`src/rtl/int_issue_queue_pkg.sv`:
```
// Shared types for the integer issue queue: operand and entry layouts plus the default tag width.
package int_issue_queue_pkg;

    localparam int IQ_TAG_W = 6;

    typedef struct packed {
        logic                rdy;
        logic [IQ_TAG_W-1:0] tag;
        logic [31:0]         data;
    } operand_t;

    typedef struct packed {
        logic [6:0]          opcode;
        logic [2:0]          funct3;
        logic [6:0]          funct7;
        logic [31:0]         pc;
        logic [IQ_TAG_W-1:0] rd_tag;
        operand_t            op1;
        operand_t            op2;
    } iq_entry_t;

endpackage

```
`src/rtl/int_issue_queue_operand_slot.sv`:
```
// One stored source operand: loads from dispatch or from the younger neighbour on a collapse,
// then snoops the CDB so a matching broadcast (including one in the load cycle) marks it ready.
module iq_operand_slot
    import int_issue_queue_pkg::*;
(
    input  logic                clk,
    input  logic                rst,
    input  logic                load,
    input  operand_t            load_val,
    input  logic                shift,
    input  operand_t            shift_val,
    input  logic                cdb_valid,
    input  logic [IQ_TAG_W-1:0] cdb_tag,
    input  logic [31:0]         cdb_data,
    output operand_t            q
);

    operand_t src;
    operand_t nxt;

    always_comb begin
        src = q;
        if (load) begin
            src = load_val;
        end else if (shift) begin
            src = shift_val;
        end
        nxt = src;
        // Wakeup applies after the load/shift mux, which gives the same-cycle bypass for free
        if (!src.rdy && cdb_valid && (src.tag == cdb_tag)) begin
            nxt.rdy  = 1'b1;
            nxt.data = cdb_data;
        end
    end

    always_ff @(posedge clk) begin
        if (rst) begin
            q <= '0;
        end else begin
            q <= nxt;
        end
    end

endmodule

```
`src/rtl/int_issue_queue.sv`:
```
// Integer reservation station: collapsing age-ordered queue, CDB wakeup, oldest-ready issue.
// TAG_W must match IQ_TAG_W, which sizes the tag fields of the shared structs.
module int_issue_queue
    import int_issue_queue_pkg::*;
#(
    parameter int DEPTH = 4,
    parameter int TAG_W = IQ_TAG_W
) (
    input  logic             clk,
    input  logic             rst,
    input  logic             flush,
    input  logic             int_queue_en,
    input  logic             disp_imm,
    input  logic [31:0]      disp_pc,
    input  logic [6:0]       opcode,
    input  logic [2:0]       funct3,
    input  logic [6:0]       funct7,
    input  logic [31:0]      disp_imm_val,
    input  logic             rs1_valid,
    input  logic [TAG_W-1:0] rs1_tag,
    input  logic [31:0]      rs1_data,
    input  logic             rs2_valid,
    input  logic [TAG_W-1:0] rs2_tag,
    input  logic [31:0]      rs2_data,
    input  logic [TAG_W-1:0] rd_tag,
    output logic             int_queue_full,
    input  logic             cdb_valid,
    input  logic [TAG_W-1:0] cdb_tag,
    input  logic [31:0]      cdb_data,
    output logic             iss_valid,
    input  logic             iss_ready,
    output logic [31:0]      iss_op1,
    output logic [31:0]      iss_op2,
    output logic [31:0]      iss_pc,
    output logic [6:0]       iss_opcode,
    output logic [2:0]       iss_funct3,
    output logic [6:0]       iss_funct7,
    output logic [TAG_W-1:0] iss_rd_tag
);

    localparam int CW = $clog2(DEPTH + 1);
    localparam int IW = $clog2(DEPTH);

    logic [CW-1:0]    count;
    logic [CW-1:0]    enq_idx;
    logic [IW-1:0]    sel;
    logic             enq;
    logic             pop;
    logic [DEPTH-1:0] ready;
    logic [DEPTH-1:0] load_vec;
    logic [DEPTH-1:0] shift_vec;

    operand_t         op1_q    [DEPTH];
    operand_t         op2_q    [DEPTH];
    logic [6:0]       opcode_q [DEPTH];
    logic [2:0]       funct3_q [DEPTH];
    logic [6:0]       funct7_q [DEPTH];
    logic [31:0]      pc_q     [DEPTH];
    logic [TAG_W-1:0] rd_q     [DEPTH];

    iq_entry_t        disp_entry;

    always_comb begin
        disp_entry.opcode = opcode;
        disp_entry.funct3 = funct3;
        disp_entry.funct7 = funct7;
        disp_entry.pc     = disp_pc;
        disp_entry.rd_tag = rd_tag;
        disp_entry.op1    = '{rdy: rs1_valid, tag: rs1_tag, data: rs1_data};
        if (disp_imm) begin
            disp_entry.op2 = '{rdy: 1'b1, tag: '0, data: disp_imm_val};
        end else begin
            disp_entry.op2 = '{rdy: rs2_valid, tag: rs2_tag, data: rs2_data};
        end
    end

    // Lowest index is oldest, so the first ready entry from the bottom wins
    always_comb begin
        sel = '0;
        for (int i = DEPTH - 1; i >= 0; i--) begin
            if (ready[i]) begin
                sel = IW'(i);
            end
        end
    end

    assign iss_valid      = |ready;
    assign pop            = iss_valid && iss_ready;
    assign int_queue_full = (count == CW'(DEPTH));
    assign enq            = int_queue_en && !int_queue_full;
    assign enq_idx        = count - {{(CW-1){1'b0}}, pop};

    for (genvar i = 0; i < DEPTH; i++) begin : g_entry
        localparam int NXT = (i == DEPTH - 1) ? i : i + 1;

        assign ready[i]     = (CW'(i) < count) && op1_q[i].rdy && op2_q[i].rdy;
        assign load_vec[i]  = enq && (enq_idx == CW'(i));
        assign shift_vec[i] = pop && (IW'(i) >= sel);

        iq_operand_slot u_op1 (
            .clk       (clk),
            .rst       (rst),
            .load      (load_vec[i]),
            .load_val  (disp_entry.op1),
            .shift     (shift_vec[i]),
            .shift_val (op1_q[NXT]),
            .cdb_valid (cdb_valid),
            .cdb_tag   (cdb_tag),
            .cdb_data  (cdb_data),
            .q         (op1_q[i])
        );

        iq_operand_slot u_op2 (
            .clk       (clk),
            .rst       (rst),
            .load      (load_vec[i]),
            .load_val  (disp_entry.op2),
            .shift     (shift_vec[i]),
            .shift_val (op2_q[NXT]),
            .cdb_valid (cdb_valid),
            .cdb_tag   (cdb_tag),
            .cdb_data  (cdb_data),
            .q         (op2_q[i])
        );

        always_ff @(posedge clk) begin
            if (rst) begin
                opcode_q[i] <= '0;
                funct3_q[i] <= '0;
                funct7_q[i] <= '0;
                pc_q[i]     <= '0;
                rd_q[i]     <= '0;
            end else if (load_vec[i]) begin
                opcode_q[i] <= disp_entry.opcode;
                funct3_q[i] <= disp_entry.funct3;
                funct7_q[i] <= disp_entry.funct7;
                pc_q[i]     <= disp_entry.pc;
                rd_q[i]     <= disp_entry.rd_tag;
            end else if (shift_vec[i]) begin
                opcode_q[i] <= opcode_q[NXT];
                funct3_q[i] <= funct3_q[NXT];
                funct7_q[i] <= funct7_q[NXT];
                pc_q[i]     <= pc_q[NXT];
                rd_q[i]     <= rd_q[NXT];
            end
        end
    end

    // Entries 0..count-1 are live; flush simply empties the queue and overrides everything else
    always_ff @(posedge clk) begin
        if (rst || flush) begin
            count <= '0;
        end else if (enq && !pop) begin
            count <= count + 1'b1;
        end else if (!enq && pop) begin
            count <= count - 1'b1;
        end
    end

    always_comb begin
        iss_op1    = '0;
        iss_op2    = '0;
        iss_pc     = '0;
        iss_opcode = '0;
        iss_funct3 = '0;
        iss_funct7 = '0;
        iss_rd_tag = '0;
        if (iss_valid) begin
            iss_op1    = op1_q[sel].data;
            iss_op2    = op2_q[sel].data;
            iss_pc     = pc_q[sel];
            iss_opcode = opcode_q[sel];
            iss_funct3 = funct3_q[sel];
            iss_funct7 = funct7_q[sel];
            iss_rd_tag = rd_q[sel];
        end
    end

endmodule

```
`config.mk`:
```
export PLATFORM = sky130hd
export DESIGN_NAME = int_issue_queue
export DESIGN_NICKNAME = d
export VERILOG_FILES = /design/src/rtl/int_issue_queue_pkg.sv /design/src/rtl/int_issue_queue_operand_slot.sv /design/src/rtl/int_issue_queue.sv
export SDC_FILE = /design/constraint.sdc
export NUM_CORES = 2
export LEC_CHECK = 0
export ABC_AREA = 1
export BUFFER_PORTS_ARGS = -buffer_cell sky130_fd_sc_hd__buf_2
export CORE_UTILIZATION = 65
export DETAILED_ROUTE_END_ITERATION = 7
export PLACE_DENSITY = 0.87
export SYNTH_ARGS = -nofsm -noshare
export SYNTH_HDL_FRONTEND = slang
export SYNTH_SLANG_ARGS = --single-unit
```
`constraint.sdc`:
```
create_clock -name clk -period 9.95 [get_ports clk]
set_input_delay 1.4925 -clock clk [delete_from_list [all_inputs] [get_ports clk]]
set_output_delay 1.4925 -clock clk [all_outputs]
set_load 0.05 [all_outputs]
```
Word level (Yosys, flattened, before mapping)
Memory sizes are Yosys's and may differ from the RTL's.
Index checks and enable logic that the tools add are counted.
Operators by class
  $add $sub $neg: 3
  $lt $le $gt $ge: 9
  equal/unequal tests: 12
  mux-type cells: 120
  bitwise logic cells: 41
  reductions and logical operators: 59
Operators by type and width (number)
  two-way mux 32 bit: 23
  two-way mux 39 bit: 15
  binary-select mux 39 bit (select 2 bit): 2
  two-way mux 7 bit: 18
  two-way mux 6 bit: 9
  == test 6 bit: 8
  bitwise OR 1 bit: 40
  two-way mux 1 bit: 38
  logical AND 1 bit: 36
  two-way mux 3 bit: 11
  nonzero test 3 bit: 6
  zero test 1 bit: 11
  two-way mux 2 bit: 4
  == test 3 x 2 -> 1 bit (second input constant): 2
  less-than comparator 1 x 3 -> 1 bit (first input constant): 2
  less-than comparator 2 x 3 -> 1 bit (first input constant): 2
  nonzero test 2 bit: 3
  >= comparator 1 x 2 -> 1 bit (first input constant): 2
  >= comparator 2 bit (first input constant): 2
  OR reduction 4 bit: 1
  adder 3 x 1 -> 3 bit (second input constant): 1
  == test 3 x 1 -> 1 bit (second input constant): 1
  == test 3 bit (second input constant): 1
  >= comparator 3 bit (second input constant): 1
  other kinds (5): 5
Storage, ports and cells
  bits in registers: 315
  RAM bits: 220
  input bits: 210
  output and inout port bits: 121
  logic and storage cells: 274
  memories kept: 5
Memory list
  pc_q: depth 4, width 32, read ports 4, clocked after Yosys merged registers in 0, wr ports 4, line int_issue_queue.sv:58  | logic [31:0] pc_q [DEPTH];
  funct7_q: depth 4, width 7, read ports 4, clocked after Yosys merged registers in 0, wr ports 4, line int_issue_queue.sv:57  | logic [6:0] funct7_q [DEPTH];
  opcode_q: depth 4, width 7, read ports 4, clocked after Yosys merged registers in 0, wr ports 4, line int_issue_queue.sv:55  | logic [6:0] opcode_q [DEPTH];
  rd_q: depth 4, width 6, read ports 4, clocked after Yosys merged registers in 0, wr ports 4, line int_issue_queue.sv:59  | logic [TAG_W-1:0] rd_q [DEPTH];
  funct3_q: depth 4, width 3, read ports 4, clocked after Yosys merged registers in 0, wr ports 4, line int_issue_queue.sv:56  | logic [2:0] funct3_q [DEPTH];

Logic depth before layout (Yosys ltp)
  depth after elaboration: 15
  gate-level depth with buffers: 27

Modules after synthesis
Synthesis repeated with hierarchy kept, for this count alone.
Unflattened totals
  cell total of the unflattened synthesis: 5329
  area, all modules: 35905.7 sq um
By module, submodules not included
  iq_operand_slot: times used 8, cells each 395, area each 2517.4 sq um
  int_issue_queue: times used 1, cells each 2169, area each 15766.4 sq um

Worst setup path before layout
OpenSTA, ideal clock, no wires.
  kind: input-to-reg
  start: in iss_ready
  end: mem funct3_q[3][0], enable pin
  arrival: 4.235 ns
  data required time: 9.321 ns
  path slack: 5.087 ns
  stages on the path: 12
  path through: inv_1 -> nor2_4 -> ha_1 -> ha_1 -> xor2_1 -> nor2_1 -> nand2_1 -> buf_2 -> buf_2 -> clkbuf_1 -> clkbuf_1 -> nand2_1
RTL lines
  start: declaration: line int_issue_queue.sv:31  | input logic iss_ready,
  end: declaration: line int_issue_queue.sv:56

Worst setup path after layout
  start: reg count[1]
  end: out iss_op2[19]
Between the ends
  cells in the longest elaborated chain, start to end: 12
Ends and longest elaborated chain
  start: declaration: line int_issue_queue.sv:44  | logic [CW-1:0] count;
  start signal: assignment: line int_issue_queue.sv:154  | count <= count + 1'b1;
  start signal: assignment: line int_issue_queue.sv:156  | count <= count - 1'b1;
  less-than comparator 2 x 3 -> 1 bit: line int_issue_queue.sv:96  | assign ready[i] = (CW'(i) < count) && op1_q[i].rdy && op2_q[i].rdy;
  logical AND 1 bit (2 in series): line int_issue_queue.sv:96
  two-way mux 2 bit (4 in series): line int_issue_queue.sv:81  | if (ready[i]) begin
  inverter 2 -> 3 bit (not written as such): line int_issue_queue.sv:170  | iss_op2 = op2_q[sel].data;
  binary-select mux 39 bit (select 2 bit): line int_issue_queue.sv:170
  two-way mux 32 bit (not written as such) (2 in series): line int_issue_queue.sv:170
  two-way mux 32 bit (*): line int_issue_queue.sv:168  | if (iss_valid) begin
  end: declaration: line int_issue_queue.sv:33  | output logic [31:0] iss_op2,
Every way passes the cells marked *; elsewhere a longest branch is shown, timed or not. The select of a mux whose other input is x is not followed.

==> reports/qor.csv <==
metric,value,unit
status,finished with violations,
violations,design-rule violations,
path_cells,"inv_1, ha_1, nand2_1, nand3_4, nand2_1, nand2_4, inv_6, buf_4, nor2_1, nor2_1, o21ai_0, a21oi_1, buf_2",
place_area,32200,sq um
grt_pass1_vias,31000,
finalSetupViolations,0,
syn2layout_area_growth,10.3,%
reg2reg_to,g_entry[2].u_op2.q[5],
layout-drive-gt1-share,11.9,%
multi_input_area,14800,sq um
fmax,154,MHz
critPathMaxFanout,119,
synth_edf_count,220,
finalInstanceArea,33900,sq um
crit_path_max_incr_delay,0.86,ns
postCtsSetupRepairBufs,0,
synth_top_cell_area_share,21.5,%
wl,112,mm
p_total,5200,uW
r2r_slack,3.62,ns
synth_seq_cells,535,
dieArea,48200,sq um
slew_headroom,23.0,%
wl_per_cell,22.0,microns
io_buffers,330,
cp.required,8.46,ns
numCtsBuffers,55,
finalSetupTns,0,ns
clk_path_buf_depth,3,
globalplace.congestion,1.00,
boundaryPins,331,
regArea,12900,sq um
clkTransAtPathRegs,0.06,ns
synthCells,4351,
cts-root-buf,clkbuf_16,
critPathBufInv,4,
synth_cell_types,40,
post-route-period-util,65.3,%
yosysSeqAreaShare,42.0,%
hold_viol_final,0,
ant_nets,0,
die_width,219,microns
cpLargestDelayFamily,buffers and inverters,
rsz0062_at_grt,false,
grt_usage,45.8,%
max_cap_viol_count,0,
power.density,153,nW/um^2
netlist_area,30700,sq um
num_rows,79,
fin_crit,6.49,ns
synthFlopType,dfxtp_1,
synth_area_leader_cell,edfxtp_1,
fin_skew,0.0204,ns
crit_type,flop to primary output,
die_h,219,microns
crit_arrival,5.00,ns
drtIter0Drc,5215,
hp-class,flop to flop,
syn_nets,4568,
clk_latency,0.64,ns
initial_core_util,66.0,%
cts_tree,built,
h-tree-depth,2,
post_cts_resized,0,
reg2reg_depth,24,
critPathSlowestCell,inv_6,
vias,33400,
clkSinkCount,535,
fillers,3752,
start_kind,flop,
firstDrtPassIters,8,
path_depth,13,
drcViolationCount,1,
holdPathEnd,g_entry[1].u_op2.q[13],
grt_max_degree,120,
synth.most_common_cell,nand2_1,
drt-vias-per-instance,6.56,
drv_slew,0,
worst_pin_slew,1.16,ns
cp-end-kind,primary output,
hold_depth,2,
worst_hold_startpoint,g_entry[1].u_op2.q[13],
hold_slack,0.485,ns
nets,4651,
hold_buffers,0,
detailed_place_hpwl,64.1,mm
r2r_start,count[1],
synthTopCellsByArea,"edfxtp_1, dfxtp_1, nand2_1, nor2_1, o21ai_0",
synth_area_per_cell,7.06,sq um
synth_warnings,0,
grt_pass1_wl,171,mm
p_leak,0.0136,uW
synth_common_cells,"nand2_1, nor2_1, inv_1",
gr-total-overflow,0,
irDropWorstVdd,164,uV
async_flop_share,0,%
core_area,46600,sq um
antenna_found_initial,12,
metal layers:
layer | part of all wire (%) | track usage, % | wire, microns | up-vias
met3 | 15 | 12.3 | 16500 | 645
met4 | 7.9 | 35.0 | 8870 | 18
li1 | - | - | - | 14900
met5 | 0.12 | 0 | 135 | -
met2 | 42 | 67.4 | 47500 | 2808
met1 | 35 | 57.2 | 39000 | 15000
worst reg2reg max path, stage by stage (launching register included):
cell     delay, ns
dfxtp_1       0.38
inv_1         0.12
ha_1          0.20
nand2_1       0.11
nand3_4       0.12
nand2_4       0.20
nor2_4        0.07
nor2_4        0.22
ha_1          0.21
ha_1          0.15
xor2_1        0.19
nor2_1        0.12
nand2_2       0.39
inv_2         0.20
nor2_4        0.48
buf_4         0.41
nand2_1       0.16
nand3_1       0.14
nand2_1       0.07
nand2_1       0.07
nand3_2       0.69
nor2_4        1.13
nand2_1       0.15
nand2_1       0.12
a21oi_1       0.06
power breakdown:
group          internal [uW]  leakage (uW)  switching [uW]
clock network           1140      0.000836             922
logic                    194       0.00789             495
registers               2400       0.00486            45.8
total                   3740        0.0136            1460
layout by cell type (no fill, tap or decap), types with 52 or more instances in the layout:
cell / count
nand2_1: 750
nor2_1: 579
inv_1: 429
o21ai_0: 405
a21oi_1: 372
buf_2: 329
dfxtp_1: 315
edfxtp_1: 220
nand3_1: 217
o22ai_1: 158
a211oi_1: 95
o211ai_1: 89
nand4_1: 88
a22oi_1: 80
clkbuf_16: 55
buf_4: 52
registers in the layout, summed over array words and instances (netlist names):
signal	count
pc_q	128
rd_q	24
count	3
funct7_q	28
g_entry.u_op1.q	156
funct3_q	12
g_entry.u_op2.q	156
opcode_q	28
layout make-up:
cell class / count / area share, %
Sequential cell: 535 / 38.1
Antenna cell: 4 / 0.0295
Multi-Input combinational cell: 3015 / 43.5
Tap cell: 607 / 2.24
Clock inverter: 20 / 0.616
Clock buffer: 82 / 4.51
Inverter: 445 / 4.96
Timing Repair Buffer: 382 / 6.05
how the worst max path moves through the flow:
stage | start | end
after floorplan | iss_ready | funct3_q[3][0]
after global placement | iss_ready | g_entry[2].u_op2.q[5]
after detailed placement | iss_ready | g_entry[2].u_op2.q[13]
after CTS | count[1] | iss_op2[19]
after global routing | count[1] | iss_op2[19]
final | count[1] | iss_op2[19]
cells by family (layout without fill, tap and decap cells):
logic type | after synthesis | count (layout) | synth area share (%)
adders and majority gates | 7 | 7 | 0.285
DFF | 535 | 535 | 42.0
and+or+nand+nor | 1747 | 1747 | 23.7
xor gates and xnor gates | 14 | 14 | 0.399
AOI/OAI and AO/OA | 1247 | 1247 | 23.2
other | 0 | 4 | 0
buffers and inverters | 801 | 929 | 10.3
through the flow:
step | utilization, % | instances | worst slack [ns]
6_report | 72.8 | 5090 | 3.46
5_1_grt | 72.8 | 5088 | 3.24
4_1_cts | 72.8 | 5086 | 3.63
3_5_place_dp | 69.1 | 4984 | 3.34
3_3_place_gp | 69.1 | 4984 | 3.58
2_1_floorplan | - | 4351 | 5.09
(Power assumes the default switching activity.)
